**src/rtl/pram_fetch_if.sv**
```systemverilog
// Loader write port and CPU fetch handshake bundle for pram_fetch.
interface pram_fetch_if #(
    parameter int unsigned DATA_W      = 8,
    parameter int unsigned ADDR_W      = 9,
    parameter int unsigned FETCH_WORDS = 3
);
    localparam int unsigned INSTR_W = FETCH_WORDS * DATA_W;

    // Loader write port
    logic               wre;
    logic [ADDR_W-1:0]  waddr;
    logic [DATA_W-1:0]  wdata;

    // Fetch request side
    logic               fetch_req;
    logic [ADDR_W-1:0]  fetch_addr;
    logic               fetch_ready;

    // Instruction delivery side
    logic               instr_valid;
    logic               instr_ack;
    logic [INSTR_W-1:0] instr_data;
    logic               cmd_start;
    logic               busy;
    logic               fetch_err;

    // Loader/CPU side
    modport master (
        output wre, waddr, wdata, fetch_req, fetch_addr, instr_ack,
        input  fetch_ready, instr_valid, instr_data, cmd_start, busy, fetch_err
    );

    // Program RAM side
    modport slave (
        input  wre, waddr, wdata, fetch_req, fetch_addr, instr_ack,
        output fetch_ready, instr_valid, instr_data, cmd_start, busy, fetch_err
    );
endinterface

```
**src/rtl/pram_fetch.sv**
```systemverilog
// Parametrised single-port program RAM with a multi-word instruction fetch
// engine. Loader writes take priority over fetch reads and stall the fetch.
// Optional feature macro: PRAM_BOUNDS_CHECK_EN -- fetches that run past the
// top of memory load zeros instead of wrapping and raise fetch_err.
module pram_fetch #(
    parameter int unsigned DATA_W      = 8,
    parameter int unsigned ADDR_W      = 9,
    parameter int unsigned FETCH_WORDS = 3
) (
    input  logic        clk,
    input  logic        rst,
    pram_fetch_if.slave bus
);
    localparam int unsigned DEPTH   = 2 ** ADDR_W;
    localparam int unsigned IDX_W   = (FETCH_WORDS > 1) ? $clog2(FETCH_WORDS) : 1;
    localparam int unsigned INSTR_W = FETCH_WORDS * DATA_W;
    localparam logic [IDX_W-1:0] LAST_IDX = IDX_W'(FETCH_WORDS - 1);

    typedef enum logic [1:0] {
        IDLE = 2'd0,
        READ = 2'd1,
        DONE = 2'd2
    } state_e;

    state_e              state_q, state_d;
    logic [ADDR_W-1:0]   base_q, base_d;
    logic [IDX_W-1:0]    idx_q, idx_d;
    logic [INSTR_W-1:0]  instr_q, instr_d;
    logic                ready_q, valid_q, start_q, busy_q;

    logic [DATA_W-1:0]   mem_q [DEPTH];
    logic [ADDR_W-1:0]   rd_addr;
    logic [DATA_W-1:0]   rd_data;
    logic [DATA_W-1:0]   cap_word;

    // Loader write port; ignored while reset is asserted
    always_ff @(posedge clk) begin
        if (!rst && bus.wre) begin
            mem_q[bus.waddr] <= bus.wdata;
        end
    end

    assign rd_data = mem_q[rd_addr];

`ifdef PRAM_BOUNDS_CHECK_EN
    localparam int unsigned SUM_W = ADDR_W + 1;

    logic [SUM_W-1:0] rd_sum;
    logic             rd_oob;
    logic             err_acc_q, err_acc_d;
    logic             err_q;

    // Carry out of the address sum marks a slot beyond the top of memory
    assign rd_sum   = {1'b0, base_q} + SUM_W'(idx_q);
    assign rd_addr  = rd_sum[ADDR_W-1:0];
    assign rd_oob   = rd_sum[SUM_W-1];
    assign cap_word = rd_oob ? '0 : rd_data;

    // Accumulate out-of-range hits over one fetch
    always_comb begin
        err_acc_d = err_acc_q;
        if (state_q == IDLE && bus.fetch_req) begin
            err_acc_d = 1'b0;
        end else if (state_q == READ && !bus.wre) begin
            err_acc_d = err_acc_q | rd_oob;
        end
    end

    // Error flag shown only while the result is presented
    always_ff @(posedge clk) begin
        if (rst) begin
            err_acc_q <= 1'b0;
            err_q     <= 1'b0;
        end else begin
            err_acc_q <= err_acc_d;
            err_q     <= (state_d == DONE) && err_acc_d;
        end
    end

    assign bus.fetch_err = err_q;
`else
    // Address arithmetic wraps modulo DEPTH
    assign rd_addr       = base_q + ADDR_W'(idx_q);
    assign cap_word      = rd_data;
    assign bus.fetch_err = 1'b0;
`endif

    // Fetch FSM next-state and capture logic
    always_comb begin
        state_d = state_q;
        base_d  = base_q;
        idx_d   = idx_q;
        instr_d = instr_q;
        unique case (state_q)
            IDLE: begin
                if (bus.fetch_req) begin
                    state_d = READ;
                    base_d  = bus.fetch_addr;
                    idx_d   = '0;
                end
            end
            READ: begin
                // A loader write owns the port this cycle; the fetch stalls
                if (!bus.wre) begin
                    for (int unsigned k = 0; k < FETCH_WORDS; k++) begin
                        if (idx_q == IDX_W'(k)) begin
                            instr_d[k*DATA_W +: DATA_W] = cap_word;
                        end
                    end
                    if (idx_q == LAST_IDX) begin
                        state_d = DONE;
                    end else begin
                        idx_d = idx_q + IDX_W'(1);
                    end
                end
            end
            DONE: begin
                if (bus.instr_ack) begin
                    state_d = IDLE;
                end
            end
            default: state_d = IDLE;
        endcase
    end

    // State, datapath and registered status outputs
    always_ff @(posedge clk) begin
        if (rst) begin
            state_q <= IDLE;
            base_q  <= '0;
            idx_q   <= '0;
            instr_q <= '0;
            ready_q <= 1'b1;
            valid_q <= 1'b0;
            start_q <= 1'b0;
            busy_q  <= 1'b0;
        end else begin
            state_q <= state_d;
            base_q  <= base_d;
            idx_q   <= idx_d;
            instr_q <= instr_d;
            ready_q <= (state_d == IDLE);
            valid_q <= (state_d == DONE);
            start_q <= (state_d == DONE) && (state_q != DONE);
            busy_q  <= (state_d == READ);
        end
    end

    assign bus.fetch_ready = ready_q;
    assign bus.instr_valid = valid_q;
    assign bus.cmd_start   = start_q;
    assign bus.busy        = busy_q;
    assign bus.instr_data  = instr_q;
endmodule

```
**src/flat_wrapper.sv**
```systemverilog
// flat-port wrapper written by rule: the top's interface ports become plain ports
module pram_fetch_flat 
#(
    parameter int unsigned DATA_W      = 8,
    parameter int unsigned ADDR_W      = 9,
    parameter int unsigned FETCH_WORDS = 3
)
  (clk, rst, bus_wre, bus_waddr, bus_wdata, bus_fetch_req, bus_fetch_addr, bus_instr_ack, bus_fetch_ready, bus_instr_valid, bus_instr_data, bus_cmd_start, bus_busy, bus_fetch_err);
  pram_fetch_if #(.DATA_W(DATA_W), .ADDR_W(ADDR_W), .FETCH_WORDS(FETCH_WORDS)) bus_i ();
  input  logic clk;
  input  logic rst;
  input wire logic [$bits(bus_i.wre)-1:0] bus_wre;
  input wire logic [$bits(bus_i.waddr)-1:0] bus_waddr;
  input wire logic [$bits(bus_i.wdata)-1:0] bus_wdata;
  input wire logic [$bits(bus_i.fetch_req)-1:0] bus_fetch_req;
  input wire logic [$bits(bus_i.fetch_addr)-1:0] bus_fetch_addr;
  input wire logic [$bits(bus_i.instr_ack)-1:0] bus_instr_ack;
  output wire logic [$bits(bus_i.fetch_ready)-1:0] bus_fetch_ready;
  output wire logic [$bits(bus_i.instr_valid)-1:0] bus_instr_valid;
  output wire logic [$bits(bus_i.instr_data)-1:0] bus_instr_data;
  output wire logic [$bits(bus_i.cmd_start)-1:0] bus_cmd_start;
  output wire logic [$bits(bus_i.busy)-1:0] bus_busy;
  output wire logic [$bits(bus_i.fetch_err)-1:0] bus_fetch_err;
  assign bus_i.wre = bus_wre;
  assign bus_i.waddr = bus_waddr;
  assign bus_i.wdata = bus_wdata;
  assign bus_i.fetch_req = bus_fetch_req;
  assign bus_i.fetch_addr = bus_fetch_addr;
  assign bus_i.instr_ack = bus_instr_ack;
  assign bus_fetch_ready = bus_i.fetch_ready;
  assign bus_instr_valid = bus_i.instr_valid;
  assign bus_instr_data = bus_i.instr_data;
  assign bus_cmd_start = bus_i.cmd_start;
  assign bus_busy = bus_i.busy;
  assign bus_fetch_err = bus_i.fetch_err;
  pram_fetch #(.DATA_W(DATA_W), .ADDR_W(ADDR_W), .FETCH_WORDS(FETCH_WORDS)) u_core (.clk(clk), .rst(rst), .bus(bus_i));
endmodule
```
**config.mk**
```make
export PLATFORM = sky130hd
export DESIGN_NAME = pram_fetch_flat
export DESIGN_NICKNAME = d
export VERILOG_FILES = /design/src/rtl/pram_fetch_if.sv /design/src/rtl/pram_fetch.sv /design/src/flat_wrapper.sv
export SDC_FILE = /design/constraint.sdc
export NUM_CORES = 2
export LEC_CHECK = 0
export ABC_AREA = 1
export BUFFER_PORTS_ARGS = -buffer_cell sky130_fd_sc_hd__buf_2
export CAP_MARGIN = 10
export CELL_PAD_IN_SITES_DETAIL_PLACEMENT = 1
export CELL_PAD_IN_SITES_GLOBAL_PLACEMENT = 1
export CORE_MARGIN = 2
export CORE_UTILIZATION = 50
export CTS_BUF_LIST = sky130_fd_sc_hd__clkbuf_4 sky130_fd_sc_hd__clkbuf_8
export DETAILED_ROUTE_END_ITERATION = 12
export GPL_TIMING_DRIVEN = 1
export PLACE_DENSITY_LB_ADDON = 0.05
export SLEW_MARGIN = 10
export SYNTH_ARGS = -nofsm -noshare
export SYNTH_HDL_FRONTEND = slang
export SYNTH_SLANG_ARGS = --single-unit
```
**constraint.sdc**
```tcl
create_clock -name clk -period 3.48 [get_ports clk]
set_input_delay 0.348 -clock clk [delete_from_list [all_inputs] [get_ports clk]]
set_output_delay 0.348 -clock clk [all_outputs]
set_load 0.03 [all_outputs]
```
==> results.md <==
- Die area: ~340000 sq um
- Pre-antenna DRT Iters: 6
- CTS tree: done
- Share of cells above drive strength 1: roughly 16%
- Ys Warns: 0
- Vias per inst: between 5 and 6
- Worst hold path class: input port to flip-flop
- CP Launch Type: flip-flop
- Vias in the first global route: 124608
- Rel. slew slack: between 15 and 20%
- Critical R2R Launch: u_core.base_q[0]
- Total power: between 100 and 150 mW
- Post-Syn Area: 167900 sq um
- P&R area growth vs syn: 17.15%
- Clk sinks: about 4100
- Via count: approximately 120k
- Mapped Cells: between 10000 and 15000
- Die W: about 580 um
- Main synth FF type: edfxtp_1
- XOR/XNOR share of the synthesized area: less than 1%
- Clk slew on worst S/H paths: 60 ps
- FF/Latch Area: ~120000 sq um
- # DRC: 0
- Average wire per cell in the routed design: about 28 um
- Critical path arrival: 4910 ps
- P_leak: slightly above 70 nW
- GR Layer Usage met1: 44.95%
- Final period utilization: 108.1%
- Fill cell count: ~34000
- Detailed Route WL: 567700 um
- Antenna viol nets, final: 0
- GRT Resource Usage Total: 33.08%
- Async S/R FF share, synth: 0%
- Multi-input gate area: about 40000 sq um
- Final Worst Setup Slack: -282.8 ps
- Worst Setup SP: u_core.base_q[0]
- VDD IR-drop max: 0.4474 mV
- Compound-gate portion of the synthesized area: 0.07749%
- Synth Area in Simple Gates: a little under a quarter
- CTS Buffer Depth: 4
- Library cells used by synthesis: 28
- Status: finished with violations
- First-pass GRT wire length: 832800 um
- Layout Nets: around 15000
- Hold slack: about 110 ps
- Post-Syn Area per Cell: about 12 sq um
- Worst skew pair latency: 1260 ps
- Rows: 212
- Max-Cap Viols: 0
- Power per cell area: a little over 600 nW/um^2
- Yosys reg bits: 4137
- Root Buffer: clkbuf_8
- RSZ-0062 raised after global routing: yes
- Grt met2 use: a little over half
- Largest family of logic cells by synthesized area: simple AND/OR/NAND/NOR gates
- Fin util: 58.90%
- Initial antenna violation count: 25
- Maximum fanout along the worst path: 23
- Crit path kind: flip-flop to flip-flop
- Post-layout min period: 3763 ps
- Crit end category: flip-flop
- R2R depth: 18
- Final number of setup-violating endpoints: 24
- DRT iter0 DRCs: 12637
- GRT overflow: 0
- Largest net degree at the start of global routing: 149
- Reg2reg end: u_core.bus.instr_data[18]
- Worst-margin pin slew: 1239 ps
- M3 GR Usage: 4.894%
- Mapped Nets: approximately 14000
- Total CTS buffers: about 690
- Sequential fraction of the synthesis area: between 70% and 80%
- Adder-cell area share of the yosys netlist: less than 1%
- Worst Clk Skew: 76.40 ps
- Post-synth EDFFs: 4096
- IO buf count: 58
- GR peak layer: met2
- Post-detail-place hpwl: between 300000 and 400000 um
- CP required: between 4000 and 5000 ps
- Slew Viols, Final: 0
- Gp weighted congestion: about 0.89
- Htree depth: 6
- Setup crit end: u_core.bus.instr_data[18]
- I/O Pins: 60
- Core Area: between 300000 and 400000 sq um
- Failing checks: negative setup slack
- Post-synthesis mux area share: 0%
- FF-to-FF setup slack: -280 ps
- Initial core utilization: 50.28%
- Fin. Hold Viols: 0
- Fmax: about 0.27 GHz
- Die Span Y: 583.5 um
metrics by stage:
| stage | setup slack [ps] | setup TNS [ps] | instance area, sq um | cells |
|---|---|---|---|---|
| final | -282.8 | -5077 | 196700 | 20069 |
| after global routing | -331.3 | -6898 | 196700 | 20064 |
| after CTS | -243.4 | -5084 | 196500 | 20049 |
| after detailed placement | -651.2 | -14200 | 180800 | 18729 |
| after global placement | -682.3 | -13630 | 180800 | 18729 |
| after floorplan | 897.4 | 0 | 167900 | 14126 |
area by class of cell:
class | instances | share of cell area, %
clock buffers | 952 | 5.872
repair inverters | 1 | 0.008269
clock inverters | 273 | 0.7728
inverters | 63 | 0.1438
flip-flops and latches | 4137 | 62.95
well taps | 4387 | 2.790
multi-input cells | 8939 | 20.50
diodes | 17 | 0.02163
repair buffers | 1300 | 6.946
state kept, by name (all words and copies together), names as in the netlist:
register and flops:
u_core.mem_q 4096, u_core.bus.instr_data 24, u_core.base_q 9, u_core.idx_q 2, u_core.state_q 2, u_core.bus.busy 1
u_core.bus.cmd_start 1, u_core.bus.fetch_ready 1, u_core.bus.instr_valid 1
placed cells by master (no fill, tap or decap), drive strengths merged:
| cell type | instances |
|---|---|
| a21oi | 12 |
| nor2 | 580 |
| edfxtp | 4096 |
| bufbuf | 8 |
| fa | 1 |
| ha | 5 |
| a211oi | 2 |
| clkbuf | 953 |
| conb | 1 |
| dfxtp | 41 |
| inv | 78 |
| nand4 | 2 |
| bufinv | 9 |
| o21ai | 11 |
| nand3b | 1 |
| buf | 1234 |
| nand2 | 4210 |
| clkinvlp | 20 |
| clkinv | 230 |
| nand3 | 4098 |
| dlygate4sd3 | 57 |
| nor3 | 11 |
| xor2 | 5 |
| diode | 17 |
cell usage after synthesis (3+ instances only):
cell type  instances  share of area [%]
a21oi_1           12              0.036
buf_1             71               0.16
buf_2            644                1.9
buf_4             79               0.35
buf_6             15               0.10
clkbuf_1         178               0.40
dfxtp_1           41               0.49
edfxtp_1        4096                 73
ha_1               5              0.037
inv_1             57               0.13
inv_2              5              0.011
nand2_1         4207                9.4
nand2_2            3              0.011
nand3_1         4082                 12
nand3_2           16              0.095
nor2_1           580                1.3
nor3_1            10              0.030
o21ai_0           11              0.033
xor2_1             3              0.016
per-layer routing:
metal / vias to the layer above / routed length, um / part of all wire, %
met2: 4818 / 270100 / 48
li1: 52376 / - / -
met3: 982 / 40820 / 7.2
met1: 61384 / 232100 / 41
met5: - / 10 / 0.0018
met4: 2 / 24670 / 4.3
power by group:
group | total (mW) | internal (mW) | switching, mW
combinational | 22.7 | 7.18 | 15.5
clock | 41.8 | 22.1 | 19.8
sequential | 54.9 | 54.8 | 0.0613
critical path, stage by stage (launching register included):
cell     delay (ps)
dfxtp_2         330
ha_4            160
inv_2            60
fa_4            670
buf_12          220
inv_16          170
buf_16          230
buf_8           230
nand3_1         100
nand3_1         170
nand3_1         150
nand3_1         200
nand3_1         190
nand3_1         150
nand3_2         140
nand3_2         150
nand3_1          90
nand2_1          80
inv_1            50
what timing repair did:
action,4_1_cts,5_1_grt
gates resized for setup,249,20
setup buffers,19,2
pin swaps,27,4
setup endpoints to repair,24,24
hold endpoints to repair,3188,0
gates cloned,19,1
hold buffers,57,0
how the worst min path moves through the flow:
stage	startpoint	to	slack, ps	cells after the start
final	bus_waddr[1]	u_core.mem_q[37][0]	110	5
after global routing	bus_waddr[1]	u_core.mem_q[37][0]	100	5
after CTS	bus_waddr[1]	u_core.mem_q[37][0]	3	5
after detailed placement	u_core.base_q[8]	u_core.base_q[8]	530	2
after global placement	u_core.base_q[8]	u_core.base_q[8]	520	2
after floorplan	rst	u_core.state_q[0]	430	1
cell families (layout without fill, tap and decap cells):
kind of cell	after synthesis	in the layout
adder cells (fa/ha/maj)	6	6
other	1	18
AND/OR/NAND/NOR	8902	8902
AO/OA/AOI/OAI	25	25
buffers and inverters	1050	2589
flip-flops	4137	4137
XOR/XNOR	5	5
No activity file was read; power rests on OpenSTA's default activity.
